## config.mk

```make
export PLATFORM = sky130hd
export DESIGN_NAME = tone_poly
export DESIGN_NICKNAME = d
export VERILOG_FILES = /design/src/rtl/tone_poly.sv
export SDC_FILE = /design/constraint.sdc
export NUM_CORES = 1
export LEC_CHECK = 0
export CAP_MARGIN = 15
export CORE_MARGIN = 1
export CORE_UTILIZATION = 30
export CTS_CLUSTER_SIZE = 28
export DETAILED_ROUTE_END_ITERATION = 12
export GPL_TIMING_DRIVEN = 0
export PLACE_DENSITY_LB_ADDON = 0.12
export SETUP_SLACK_MARGIN = 0.1
export SYNTH_ARGS = -nofsm -noshare
export SYNTH_HDL_FRONTEND = slang
export SYNTH_SLANG_ARGS = --single-unit
export TNS_END_PERCENT = 1
```

## constraint.sdc

```tcl
create_clock -name CLK -period 21 [get_ports CLK]
set_input_delay 4.2 -clock CLK [delete_from_list [all_inputs] [get_ports CLK]]
set_output_delay 4.2 -clock CLK [all_outputs]
set_load 0.02 [all_outputs]
```

## src/rtl/tone_poly.sv

```systemverilog
// tone_poly: polyphonic square-wave tone generator.
//   CLK, RST (async, active high)
//   load/ch_sel/period_in/dur_in : program one channel (period us, duration ms)
//   tone_out[NCH]  : registered square wave per channel
//   busy[NCH]      : channel in PLAY
//   done[NCH]      : one-cycle pulse on natural expiry
//   mix_level      : registered popcount of tone_out
// A shared timebase produces a half-microsecond tick and a millisecond tick;
// each channel is a small two-state FSM instantiated once per lane.

// Per-channel FSM: IDLE / PLAY with period counter and duration countdown.
module tone_poly_ch #(
  parameter int PW = 24,
  parameter int DW = 16
) (
  input  logic          CLK,
  input  logic          RST,
  input  logic          half_tick,
  input  logic          ms_tick,
  input  logic          hit,
  input  logic [PW-1:0] period_in,
  input  logic [DW-1:0] dur_in,
  output logic          tone,
  output logic          busy,
  output logic          done
);
  typedef enum logic {IDLE, PLAY} state_t;

  state_t        state, state_d;
  logic [PW-1:0] per, per_d, cnt, cnt_d;
  logic [DW-1:0] rem, rem_d;
  logic          tone_d, done_d;

  always_comb begin
    state_d = state;
    per_d   = per;
    cnt_d   = cnt;
    rem_d   = rem;
    tone_d  = tone;
    done_d  = 1'b0;
    if (hit) begin
      // A load always wins, even over an expiry landing in the same cycle.
      if (period_in != '0 && dur_in != '0) begin
        per_d   = period_in;
        rem_d   = dur_in;
        cnt_d   = '0;
        tone_d  = 1'b0;
        state_d = PLAY;
      end else begin
        state_d = IDLE;
        tone_d  = 1'b0;
      end
    end else if (state == PLAY) begin
      if (half_tick) begin
        if (cnt == per - PW'(1)) begin
          cnt_d  = '0;
          tone_d = ~tone;
        end else begin
          cnt_d = cnt + PW'(1);
        end
      end
      // All-ones duration is sustain: never counts down.
      if (ms_tick && rem != '1) begin
        if (rem == DW'(1)) begin
          state_d = IDLE;
          tone_d  = 1'b0;   // overrides a toggle in the same cycle
          done_d  = 1'b1;
        end else begin
          rem_d = rem - DW'(1);
        end
      end
    end
  end

  always_ff @(posedge CLK or posedge RST) begin
    if (RST) begin
      state <= IDLE;
      per   <= '0;
      cnt   <= '0;
      rem   <= '0;
      tone  <= 1'b0;
      done  <= 1'b0;
    end else begin
      state <= state_d;
      per   <= per_d;
      cnt   <= cnt_d;
      rem   <= rem_d;
      tone  <= tone_d;
      done  <= done_d;
    end
  end

  assign busy = (state == PLAY);
endmodule

module tone_poly #(
  parameter int CLK_F = 200,
  parameter int NCH   = 4,
  parameter int PW    = 24,
  parameter int DW    = 16,
  localparam int CW   = (NCH > 1) ? $clog2(NCH) : 1,
  localparam int MW   = $clog2(NCH + 1)
) (
  input  logic           CLK,
  input  logic           RST,
  input  logic           load,
  input  logic [CW-1:0]  ch_sel,
  input  logic [PW-1:0]  period_in,
  input  logic [DW-1:0]  dur_in,
  output logic [NCH-1:0] tone_out,
  output logic [NCH-1:0] busy,
  output logic [NCH-1:0] done,
  output logic [MW-1:0]  mix_level
);
  localparam int PRE_MAX = CLK_F / 2 - 1;
  localparam int PRE_W   = (CLK_F / 2 > 1) ? $clog2(CLK_F / 2) : 1;

  logic [PRE_W-1:0] pre;
  logic [10:0]      ms_cnt;
  logic             half_tick, ms_tick;
  logic [NCH-1:0]   hit;
  logic [MW-1:0]    pc;

  assign half_tick = (pre == PRE_W'(PRE_MAX));
  assign ms_tick   = half_tick && (ms_cnt == 11'd1999);

  // Free-running timebase; load never disturbs it.
  always_ff @(posedge CLK or posedge RST) begin
    if (RST) begin
      pre    <= '0;
      ms_cnt <= '0;
    end else if (half_tick) begin
      pre    <= '0;
      ms_cnt <= (ms_cnt == 11'd1999) ? 11'd0 : ms_cnt + 11'd1;
    end else begin
      pre <= pre + PRE_W'(1);
    end
  end

  genvar i;
  generate
    for (i = 0; i < NCH; i++) begin : g_ch
      // ch_sel values >= NCH match no lane and are dropped.
      assign hit[i] = load && (ch_sel == CW'(i));
      tone_poly_ch #(.PW(PW), .DW(DW)) u_ch (
        .CLK       (CLK),
        .RST       (RST),
        .half_tick (half_tick),
        .ms_tick   (ms_tick),
        .hit       (hit[i]),
        .period_in (period_in),
        .dur_in    (dur_in),
        .tone      (tone_out[i]),
        .busy      (busy[i]),
        .done      (done[i])
      );
    end
  endgenerate

  always_comb begin
    pc = '0;
    for (int k = 0; k < NCH; k++) pc = pc + MW'(tone_out[k]);
  end

  always_ff @(posedge CLK or posedge RST) begin
    if (RST) mix_level <= '0;
    else     mix_level <= pc;
  end
endmodule

```

==> reports/summary.md, run 1 <==
The run finished with clean final reports. The logs give 0.231 for the worst relative slew slack and 7 for the number of detailed-routing iterations run before antenna repair. The fraction of layout instances using a drive strength above 1 is 0.107, and the post-route clock period utilization is 0.376. For this design the total switching power over the nets is 582 uW.

The weighted congestion reported at the end of routability-driven placement was 0.833. After synthesis, the netlist uses 84 different library cells. The area fraction in compound gates after synthesis works out to 0.128. The later pin in the worst-skew pair is clocked with a latency of 560 ps. The height of the chip is 244 um, and the number of cells on the worst hold path is 1. The global-route met3 utilization is 0.0279, and the antenna diode instance count is 0. Clock tree synthesis found a total of 289 sinks. The via count of the first global-routing pass was 14,500; the async set-or-reset flop fraction in the synthesized netlist was 1.00. The fraction of synthesized cell area in xor and xnor cells came out at 0.0986. The internal power is 1.23 mW.

The part of the total power dissipated in sequential elements is 0.418, and the overall die width is 244 um. Yosys printed 0 warnings. The worst register-to-register path has a depth of 8. The core region area came out at 57,800 um2. The run gives 17,600 um2 as the total standard cell area after synthesis. The share of cell area taken by muxes after synthesis was 0.0683; the total setup buffers inserted after CTS was 0. The vias per cell was 5.35.

After clock tree synthesis, the flow added hold-fix buffers numbering 0. Dividing total power by cell area gives a power density of 88.3 nW/um2. The worst setup path is captured at a flip-flop.

The dominant combinational cell family by area after synthesis is simple AND/OR/NAND/NOR gates. 60 I/O pins were placed. The post-synthesis share of cell area spent on and, or, nand and nor gates came out at 0.241. Subtracting the final worst setup slack from the clock period gives 7890 ps. The run gives 1,993 as the total nets after synthesis. The type of the worst setup path was in -> reg. Setup TNS after final layout: 0 ps. The signal on the critical path passes through clkdlybuf4s50_1 > nor4_1 > nand4_1 > o211ai_1 > clkbuf_1 > a21boi_1 > clkbuf_1 > o21ai_0 > o21ai_0. The cell sitting at the root of the clock tree is a sky130_fd_sc_hd__clkbuf_16. The tools report the total wire length after detailed routing as 55,800 um. Across the run, the number of max-cap violations was 0. Setup repair after global routing left no endpoint under its margin.

Prevailing post-synth register cell: sky130_fd_sc_hd__dfrtp_1. The transition at the pin with the smallest max-transition slack was 1140 ps; the total overflow reported by the global router was 0. Once detailed placement completed, the half-perimeter wirelength came to 39,900 um. STA puts the critical path data required time at 21,480 ps. The net count reported at finish was 2,094. Global routing usage on met2: 0.295. The final clock skew is 18.7 ps. Setup violations remaining at the end of the flow were counted as 0. Arrival time reported for the critical path endpoint: 8370 ps. The run gives 0.263 as the global-route track usage on met1. For this run, the slowest stage of the critical path takes 720 ps. The core occupancy in the finished layout came out at 0.355. Once detail routing completed, the nets flagged for antenna violations numbered 0. The worst hold path belongs to the class reg -> reg. Final hold violation count: 0. Entering global routing, the biggest net connects 112 pins. In the synthesized netlist, the number of instances is 1,923. Register area share after synthesis: 0.411. The number of gates resized after CTS was 0; the highest clock rate was 127 MHz. Number of buffers created by CTS: 38.

The most used routing layer in global routing was met2. The initial standard-cell utilization of the core was 0.304. The clock network fraction of total power was 0.377; the mean instance size in the synthesized netlist was 9.15 um2.

Switching part of the total: 0.321. Compared with the post-synthesis result, the final layout area differs by 16.6%. The detailed router placed 15,100 vias in this run. The max-slew violation total from the final report was 0. The maximum level of the CTS H-tree was 2. The share of total power in combinational logic was 0.205; the standard-cell row count was 88.

The first global-routing pass estimated 87,000 um of wire. The reported leakage power was 8.13 nW. For the global-route total usage across every layer, the log shows 0.188. The tools report the startpoint class of the critical path as an input port.

In the routed design, unresolved DRC markers number 0. The routed wire length per instance was 19.8 um; the fill cell total of the finished layout was 5,969. The final total power is 1.81 mW, and the initial detailed-routing violation count is 1,096. The arithmetic-cell share of the synthesized area counting full adders, half adders and majority gates is 0.0182. The floorplan step defined a die boundary enclosing 59,600 um2. The slowest stage of the critical path belongs to the cell sky130_fd_sc_hd__o211ai_1. In this run the tool buffered the top-level ports with 59 buffer cells. TritonCTS built the clock tree. The clock passes through at most 3 buffers. The number of antenna violations at the first check in global routing is 0, and the clock transition time at the flip-flop clock pins of the worst setup and hold paths is 60 ps.

The number of storage elements in the synthesis netlist works out to 289. Of all nets on the critical path, the largest fanout is 10. The number of enable flip-flop cells after synthesis is 0, and the peak supply drop is 0.0458 mV.
[cell usage in the layout (no fill, tap or decap), types with 17 or more instances in the layout]
cell type / netlist / final
sky130_fd_sc_hd__dfrtp_1: 289 / 289
sky130_fd_sc_hd__nor2_1: 213 / 213
sky130_fd_sc_hd__nand2_1: 127 / 127
sky130_fd_sc_hd__o21ai_0: 106 / 106
sky130_fd_sc_hd__xor2_1: 101 / 101
sky130_fd_sc_hd__xnor2_1: 97 / 97
sky130_fd_sc_hd__mux2_2: 97 / 97
sky130_fd_sc_hd__a21oi_1: 89 / 89
sky130_fd_sc_hd__nand3_1: 86 / 86
sky130_fd_sc_hd__clkbuf_1: 67 / 77
sky130_fd_sc_hd__nor3_1: 74 / 74
sky130_fd_sc_hd__clkdlybuf4s50_1: 0 / 59
sky130_fd_sc_hd__nand4_1: 49 / 49
sky130_fd_sc_hd__inv_1: 48 / 47
sky130_fd_sc_hd__nor4_1: 47 / 47
sky130_fd_sc_hd__clkbuf_16: 0 / 41
sky130_fd_sc_hd__and3_1: 34 / 34
sky130_fd_sc_hd__ha_1: 24 / 24
sky130_fd_sc_hd__or3_1: 22 / 22
sky130_fd_sc_hd__a31oi_1: 20 / 20
sky130_fd_sc_hd__nor3b_1: 20 / 19
sky130_fd_sc_hd__or4_1: 19 / 19
sky130_fd_sc_hd__o22ai_1: 18 / 18
sky130_fd_sc_hd__a22oi_1: 18 / 18
sky130_fd_sc_hd__and2_1: 17 / 17
[worst paths after layout]
check	startpoint	endpoint	slack [ps]
min	pre[0]	pre[0]	450
min reg2reg	pre[0]	pre[0]	450
max reg2reg	pre[0]	g_ch[1].u_ch.rem[3]	16930
min in group asynchronous	RST	g_ch[2].u_ch.rem[6]	4170
max in group asynchronous	RST	g_ch[1].u_ch.per[4]	15380
max	period_in[11]	g_ch[0].u_ch.rem[12]	13110
[layer usage]
metal / vias up / part of all wire
met3: 82 / 0.045
met4: 0 / 0.026
li1: 7154 / -
met2: 373 / 0.45
met1: 7472 / 0.47
met5: - / 0
[sequential cells by signal (all words and copies together), names as in the netlist]
signal,flops
g_ch.u_ch.busy,4
g_ch.u_ch.cnt,96
g_ch.u_ch.done,4
g_ch.u_ch.per,96
g_ch.u_ch.rem,64
g_ch.u_ch.tone,4
mix_level,3
ms_cnt,11
pre,7
[power by group through the flow]
stage	registers [mW]	clock network (mW)	logic [mW]
floorplan	0.728	0	0.281
global placement	0.764	0	0.362
detailed placement	0.765	0	0.370
CTS	0.756	0.706	0.372
global route	0.774	0.727	0.417
finish	0.757	0.683	0.371
[final cells by class]
class	instances	area, um2	area share
Timing Repair Buffer	61	646	0.0315
Multi-Input combinational cell	1488	9740	0.475
Clock buffer	60	1190	0.0579
Inverter	48	188	0.00915
Sequential cell	289	7230	0.353
Buffer	98	442	0.0215
Clock inverter	8	118	0.00573
Tap cell	765	957	0.0467
[cell usage after synthesis (10+ instances only)]
cell type,number,area share
sky130_fd_sc_hd__and2_1,17,0.0060
sky130_fd_sc_hd__or4_1,19,0.0081
sky130_fd_sc_hd__buf_4,13,0.0055
sky130_fd_sc_hd__nand2_1,127,0.027
sky130_fd_sc_hd__nand2b_1,13,0.0046
sky130_fd_sc_hd__a21oi_1,89,0.025
sky130_fd_sc_hd__a211oi_1,11,0.0047
sky130_fd_sc_hd__clkbuf_1,67,0.014
sky130_fd_sc_hd__nor2_1,213,0.045
sky130_fd_sc_hd__nor2b_1,14,0.0050
sky130_fd_sc_hd__mux2i_1,11,0.0063
sky130_fd_sc_hd__nand3_1,86,0.024
sky130_fd_sc_hd__and4_1,10,0.0050
sky130_fd_sc_hd__mux2_2,97,0.062
sky130_fd_sc_hd__and3_1,34,0.012
sky130_fd_sc_hd__nor3b_1,20,0.0085
sky130_fd_sc_hd__or3_1,22,0.0078
sky130_fd_sc_hd__nor3_1,74,0.021
sky130_fd_sc_hd__inv_1,48,0.010
sky130_fd_sc_hd__xnor2_1,97,0.048
sky130_fd_sc_hd__a22oi_1,18,0.0077
sky130_fd_sc_hd__a31oi_1,20,0.0071
sky130_fd_sc_hd__nand4_1,49,0.017
sky130_fd_sc_hd__dfrtp_1,289,0.41
sky130_fd_sc_hd__xor2_1,101,0.050
sky130_fd_sc_hd__nand3b_1,13,0.0055
sky130_fd_sc_hd__ha_1,24,0.017
sky130_fd_sc_hd__o21ai_0,106,0.030
sky130_fd_sc_hd__nor4_1,47,0.017
sky130_fd_sc_hd__o22ai_1,18,0.0064
sky130_fd_sc_hd__o211ai_1,15,0.0064
[through the flow]
step                cell area (um2)  hold WS, ps  setup WS (ps)  std cells
floorplan                     17600          433           8820       1923
global placement              19100          446           4210       2747
detailed placement            19200          451          12620       2749
CTS                           20500          458          13240       2817
global route                  20500          476          12880       2817
finish                        20500          454          13110       2817
[kinds of logic after synthesis]
kind of cell    count (synthesis)
compound gates                353
xor+xnor                      198
fa+ha+maj                      25
buf+inv                       146
flops                         289
mux                           108
simple gates                  804
[critical path: cells and delay by family]
kind | cells | cell delay [ps]
buffers and inverters | 3 | 1780
and+or+nand+nor | 2 | 750
AOI/OAI and AO/OA | 4 | 1620
(Power assumes the default switching activity.)
==> inputs of run 2 (changes only) <==
==> constraint.sdc (replaced) <==
create_clock -name CLK -period 7.9 [get_ports CLK]
set_input_delay 1.58 -clock CLK [delete_from_list [all_inputs] [get_ports CLK]]
set_output_delay 1.58 -clock CLK [all_outputs]
set_load 0.02 [all_outputs]
==> run 2 against run 1 <==
Die area stayed put. Register-to-register slack worse by 13000 ps. Critical endpoint unchanged. Sequential cell count is the same. Core utilization increased by 0.089 points. Final cell count increased by 0.18%. Largest power group unchanged.
==> reports/summary.md, run 2 (same netlist as run 1, synthesis figures left out) <==
In this run, placement finished with an instance count of 2,756. The first routing iteration left 1,026 violations. The clock tree buffer depth was 3; the number of top-level pins was 60. Routed wire length per instance: 19.8 um. The run gives 2 as the number of antenna violations at the first check in global routing. The power per standard cell area is 231 nW/um2.

Transition at the pin with the smallest max-transition slack: 1170 ps. Class of the tightest hold or removal check: reg -> reg. Summing all flip-flop and latch instances after layout gives 7230 um2. Once the clock tree was built, the setup fixing pass inserted 0 buffers. The detail route stage leaves a number of antenna-violating nets equal to 0. The via count of the first global-routing pass was 14,700. The critical path in this run is classified as in -> reg. The number of cells on the worst hold path works out to 1. The run gives 0.304 as the initial standard-cell utilization of the core. The library cell used most frequently in the layout, excluding fill and tap cells, is sky130_fd_sc_hd__dfrtp_1. Number of buffers created by CTS: 37. VDD sags by at most 0.140 mV. Worst relative slew slack: 0.211.

The logs give 0 for the final hold violation count and 59,600 um2 for the area of the die. Setup violations remaining at the end of the flow were counted as 0. The post-route clock period utilization is 0.658. The flow ran to the end, and the final reports show no timing, DRC or antenna violations.

The final total power was 4.74 mW; the clock transition time at the flip-flop clock pins of the worst setup and hold paths was 60 ps. In this run the static leakage power is 8.16 nW. The die is 244 um tall. The endpoint of the worst-slack reg-to-reg timing path was g_ch[1].u_ch.rem[3]. The number of gates resized after CTS was 0. Entering global routing, the biggest net connects 40 pins. The floorplan has 88 rows.

For the clock sink count, the log shows 289. The max-slew violation total from the final report came out at 0. The fraction of layout instances using a drive strength above 1 was 0.110; the area growth from synthesis to layout was 16.9%. The critical path starts at period_in[1]. After filler insertion, the fill cell instance count of the layout stands at 5,985. The minimum clock period after layout came out at 5200 ps.

The maximum level of the CTS H-tree was 2; the count of buffers inserted at the top-level ports was 59. The tools report the multi-input gate area in the final layout as 9740 um2. The worst hold-check slack came out at 474 ps.

The run gives 8370 ps as the data required time at the worst endpoint. In this run the horizontal extent of the chip is 244 um. The run gives 55,800 um as the total wire length after detailed routing.

The tools report the via count of the routed design as 15,200. The library cells used most frequently in the layout, excluding fill and tap cells, are sky130_fd_sc_hd__dfrtp_1 (289), sky130_fd_sc_hd__nor2_1 (213), sky130_fd_sc_hd__nand2_1 (127). Summed over all nets, the half-perimeter wirelength after detailed placement is 40,500 um.

The vias per cell is 5.37, and the final routed DRC violation total is 0. The first detailed-routing pass took 5 iterations. For the total overflow reported by the global router, the log shows 0. The tools report the buffer type at the clock tree root as sky130_fd_sc_hd__clkbuf_16. The net count reported at finish is 2,101. Setup repair after global routing left no endpoint under its margin. Derived from the worst setup path, the maximum achievable clock frequency is 192 MHz. The first-pass GRT wire length is 87,400 um, and the weighted congestion reported at the end of routability-driven placement is 0.851. TritonCTS built the clock tree. The critical hold path startpoint is pre[0]. The antenna diode instance count is 0, and the maximum fanout count along the critical path is 10.

Hold repair after CTS inserted 0 buffers. The run gives 0 as the total of max-cap violations. The tools report the startpoint class of the critical path as an input port.

The number of cells on the worst reg-to-reg path is 8. The tools report the worst hold endpoint as pre[0]. STA puts the critical path data arrival time at 5670 ps. The startpoint identified for the worst register-to-register timing path is pre[0]. The worst setup path is captured at a flip-flop. In the final layout, the registers with the most flip-flops are g_ch.u_ch.cnt x96, g_ch.u_ch.per x96, g_ch.u_ch.rem x64. The final clock skew was 26.8 ps.

The core region area is 57,800 um2. The clock reaches the later pin of the worst-skew pair after 560 ps. Global-route total usage across every layer: 0.188. For this run, the number of standard cells in the final layout without fillers is 2,822. The worst register-to-register path has a setup slack of 3830 ps.
## run 2: cell count changes in the layout (fill, tap and decap cells not counted)
cell                        previous run  this run
sky130_fd_sc_hd__clkbuf_1             77        75
sky130_fd_sc_hd__buf_16                2         0
sky130_fd_sc_hd__clkbuf_8              9         6
sky130_fd_sc_hd__clkinv_2              4         8
sky130_fd_sc_hd__clkbuf_16            41        39
sky130_fd_sc_hd__clkbuf_4              0         1
sky130_fd_sc_hd__inv_8                 1         0
sky130_fd_sc_hd__buf_12                0         9
sky130_fd_sc_hd__inv_6                 0         1
## run 2: power by group
part,internal (mW),total [mW],switching [mW]
sequential,1.71,2.01,0.307
clock,1.05,1.74,0.684
combinational,0.444,0.991,0.546
total,3.20,4.74,1.54
## run 2: final cells by class
type                       instances  share of cell area
multi-input combinational       1488               0.474
sequential                       289               0.352
clock buffer                      53              0.0529
tap                              765              0.0465
timing repair buffer              69              0.0378
buffer                            98              0.0215
inverter                          48             0.00894
clock inverter                    12             0.00675
## run 2: worst max-delay path by stage
stage,endpoint,slack [ps],depth (start not counted)
after global placement,g_ch[0].u_ch.cnt[16],-120,2
after global routing,g_ch[0].u_ch.rem[15],2400,9
after detailed placement,g_ch[0].u_ch.rem[14],2150,9
after floorplan,g_ch[0].u_ch.busy,2490,1
after CTS,g_ch[0].u_ch.rem[12],2740,9
final,g_ch[0].u_ch.rem[12],2700,9
## run 2: metal layers
layer	up-vias	wire length (um)	GRT usage
met3	63	2380	0.0234
met4	0	1080	0.0518
li1	7187	-	-
met1	7519	26900	0.264
met2	383	25500	0.301
met5	-	0	0
## run 2: stage by stage
stage                     TNS (ps)  instance area [um2]  utilization  setup slack [ps]
after floorplan                  0                17600            -              2490
after global placement      -16560                19100        0.331              -119
after detailed placement         0                19300        0.334              2150
after CTS                        0                20600        0.356              2740
after global routing             0                20600        0.356              2400
final                            0                20600        0.356              2700
## run 2: critical path, stage by stage
cell                              delay, ps
sky130_fd_sc_hd__clkdlybuf4s50_1        690
sky130_fd_sc_hd__nor4_1                 360
sky130_fd_sc_hd__nand4_1                350
sky130_fd_sc_hd__o211ai_1               670
sky130_fd_sc_hd__clkbuf_1               650
sky130_fd_sc_hd__a21boi_1               670
sky130_fd_sc_hd__clkbuf_1               430
sky130_fd_sc_hd__o21ai_0                160
sky130_fd_sc_hd__o21ai_0                 90
==> RTL change (flow settings as in run 1) <==
`PW` is set to 24 in 2 places; all go to 48.
--- a/src/rtl/tone_poly.sv
+++ b/src/rtl/tone_poly.sv
@@ -10,7 +10,7 @@
 
 // Per-channel FSM: IDLE / PLAY with period counter and duration countdown.
 module tone_poly_ch #(
-  parameter int PW = 24,
+  parameter int PW = 48,
   parameter int DW = 16
 ) (
   input  logic          CLK,
@@ -96,7 +96,7 @@
 module tone_poly #(
   parameter int CLK_F = 200,
   parameter int NCH   = 4,
-  parameter int PW    = 24,
+  parameter int PW    = 48,
   parameter int DW    = 16,
   localparam int CW   = (NCH > 1) ? $clog2(NCH) : 1,
   localparam int MW   = $clog2(NCH + 1)
Interface: changed (resized period_in); port bits go from 60 to 84. The function was not compared with the original's and may differ.
==> RTL change against run 1 <==
- sequential cell count is 192 higher
- power rose by 59%
- design area grew 71%
- synthesized area increased by 73%
- clock power grew 63%
- utilization decreased by 0.47 points
- wire length rose by 94%
- fmax decreased by 7.3%
- setup slack worse by 0.62 ns
==> RTL change: results (changes against run 1) <==
* Met1 WL at 50300 um (+90%)
* Multi-input gate share of total cell area at 49.2% (+1.7 points)
* Nets@finish at 3671 (+75%)
* Plain + repair buffers at 289 (+82%)
* WL final at 108000 um (+94%)
* Final clock-cell share at 5.93% (-0.44 points)
* DR iter-0 viols at 2156 (+97%)
* Slowest CP cell: clkbuf_1
* Grt met1 use at 29.3% (+3.0 points)
* Crit path capture: g_ch[2].u_ch.cnt[44]
* Total CTS buffers at 59 (+55%)
* Grt met2 use at 33.4% (+3.9 points)
* Reg-to-reg startpoint: g_ch[3].u_ch.per[8]
* Uppermost layer routed: met5
* Vias per inst at 5.43 (+1.4%)
* CP peak stage delay at 0.88 ns (+0.16 ns)
* First-pass GRT wire length at 165000 um (+90%)
* Slew @ Worst Pin at 1.17 ns (+0.0318 ns)
* Period utilization at 40.5% (+3.0 points)
* Gate Count Post-Synth at 3425 (+78%)
* RR Endpoint: g_ch[3].u_ch.cnt[21]
* Net Sw Frac at 31.9% (-0.17 points)
* I/O Buffers at 83 (+41%)
* Gate power share at 19.1% (-1.4 points)
* Seq/Total Area, Yosys at 39.6% (-1.5 points)
* DRT Pass-1 Iters at 6 (-1)
* Hold EP: ms_cnt[5]
* Synthesized flop and latch total at 481 (+66%)
* Status: finished clean
* Area contributors post-synth: dfrtp_1 40%, mux2_2 7.2%, xnor2_1 6.4%, nand2_1 4.0%, xor2_1 3.9%
* Clock power share at 38.6% (+0.9 points)
* Hpwl dp at 79400 um (+99%)
* Antenna Cells at 4 (+4)
* Vias in the first global route at 25.5k (+76%)
* Routed wl met3 at 5800 um (+130%)
* Leak Pwr at 13.4 nW (+65%)
* Placer Congestion at 0.894 (+7.2%)
* Synth cell types at 83 (-1.2%)
* HP Start: ms_cnt[5]
* Syn Nets at 3519 (+77%)
* GRT Overall Usage at 20.9% (+2.1 points)
* Largest regs: g_ch.u_ch.cnt: 192 flops, g_ch.u_ch.per: 192 flops, g_ch.u_ch.rem: 64 flops
* DR vias at 26.7k (+77%)
RTL change: cell families after synthesis:
kind of cell | count (synthesis) | synth area share (%)
and+or+nand+nor | 1490 | 25.5
AOI/OAI and AO/OA | 594 | 12.2
DFF | 481 | 39.6
xor gates and xnor gates | 355 | 10.2
buffers and inverters | 269 | 3.57
muxes | 211 | 7.79
adders and majority gates | 25 | 1.05
RTL change: per-stage QoR:
step                      instance area (um^2)  power, mW  hold slack, ns  utilization [%]  setup TNS [ns]
after CTS                                35000       2.91           0.488             35.0               0
after global placement                   32800       1.77           0.471             32.8        -2085.99
after floorplan                          30400       1.58           0.448                -               0
final                                    35100       2.87           0.489             35.0               0
after global routing                     35100       3.03           0.495             35.0               0
after detailed placement                 33000       1.78           0.474             32.9               0
RTL change: critical path: cells and delay by family:
kind,cells,cell delay [ns]
buffers and inverters,4,2.68
and+or+nand+nor,4,1.18
AOI/OAI and AO/OA,3,0.92
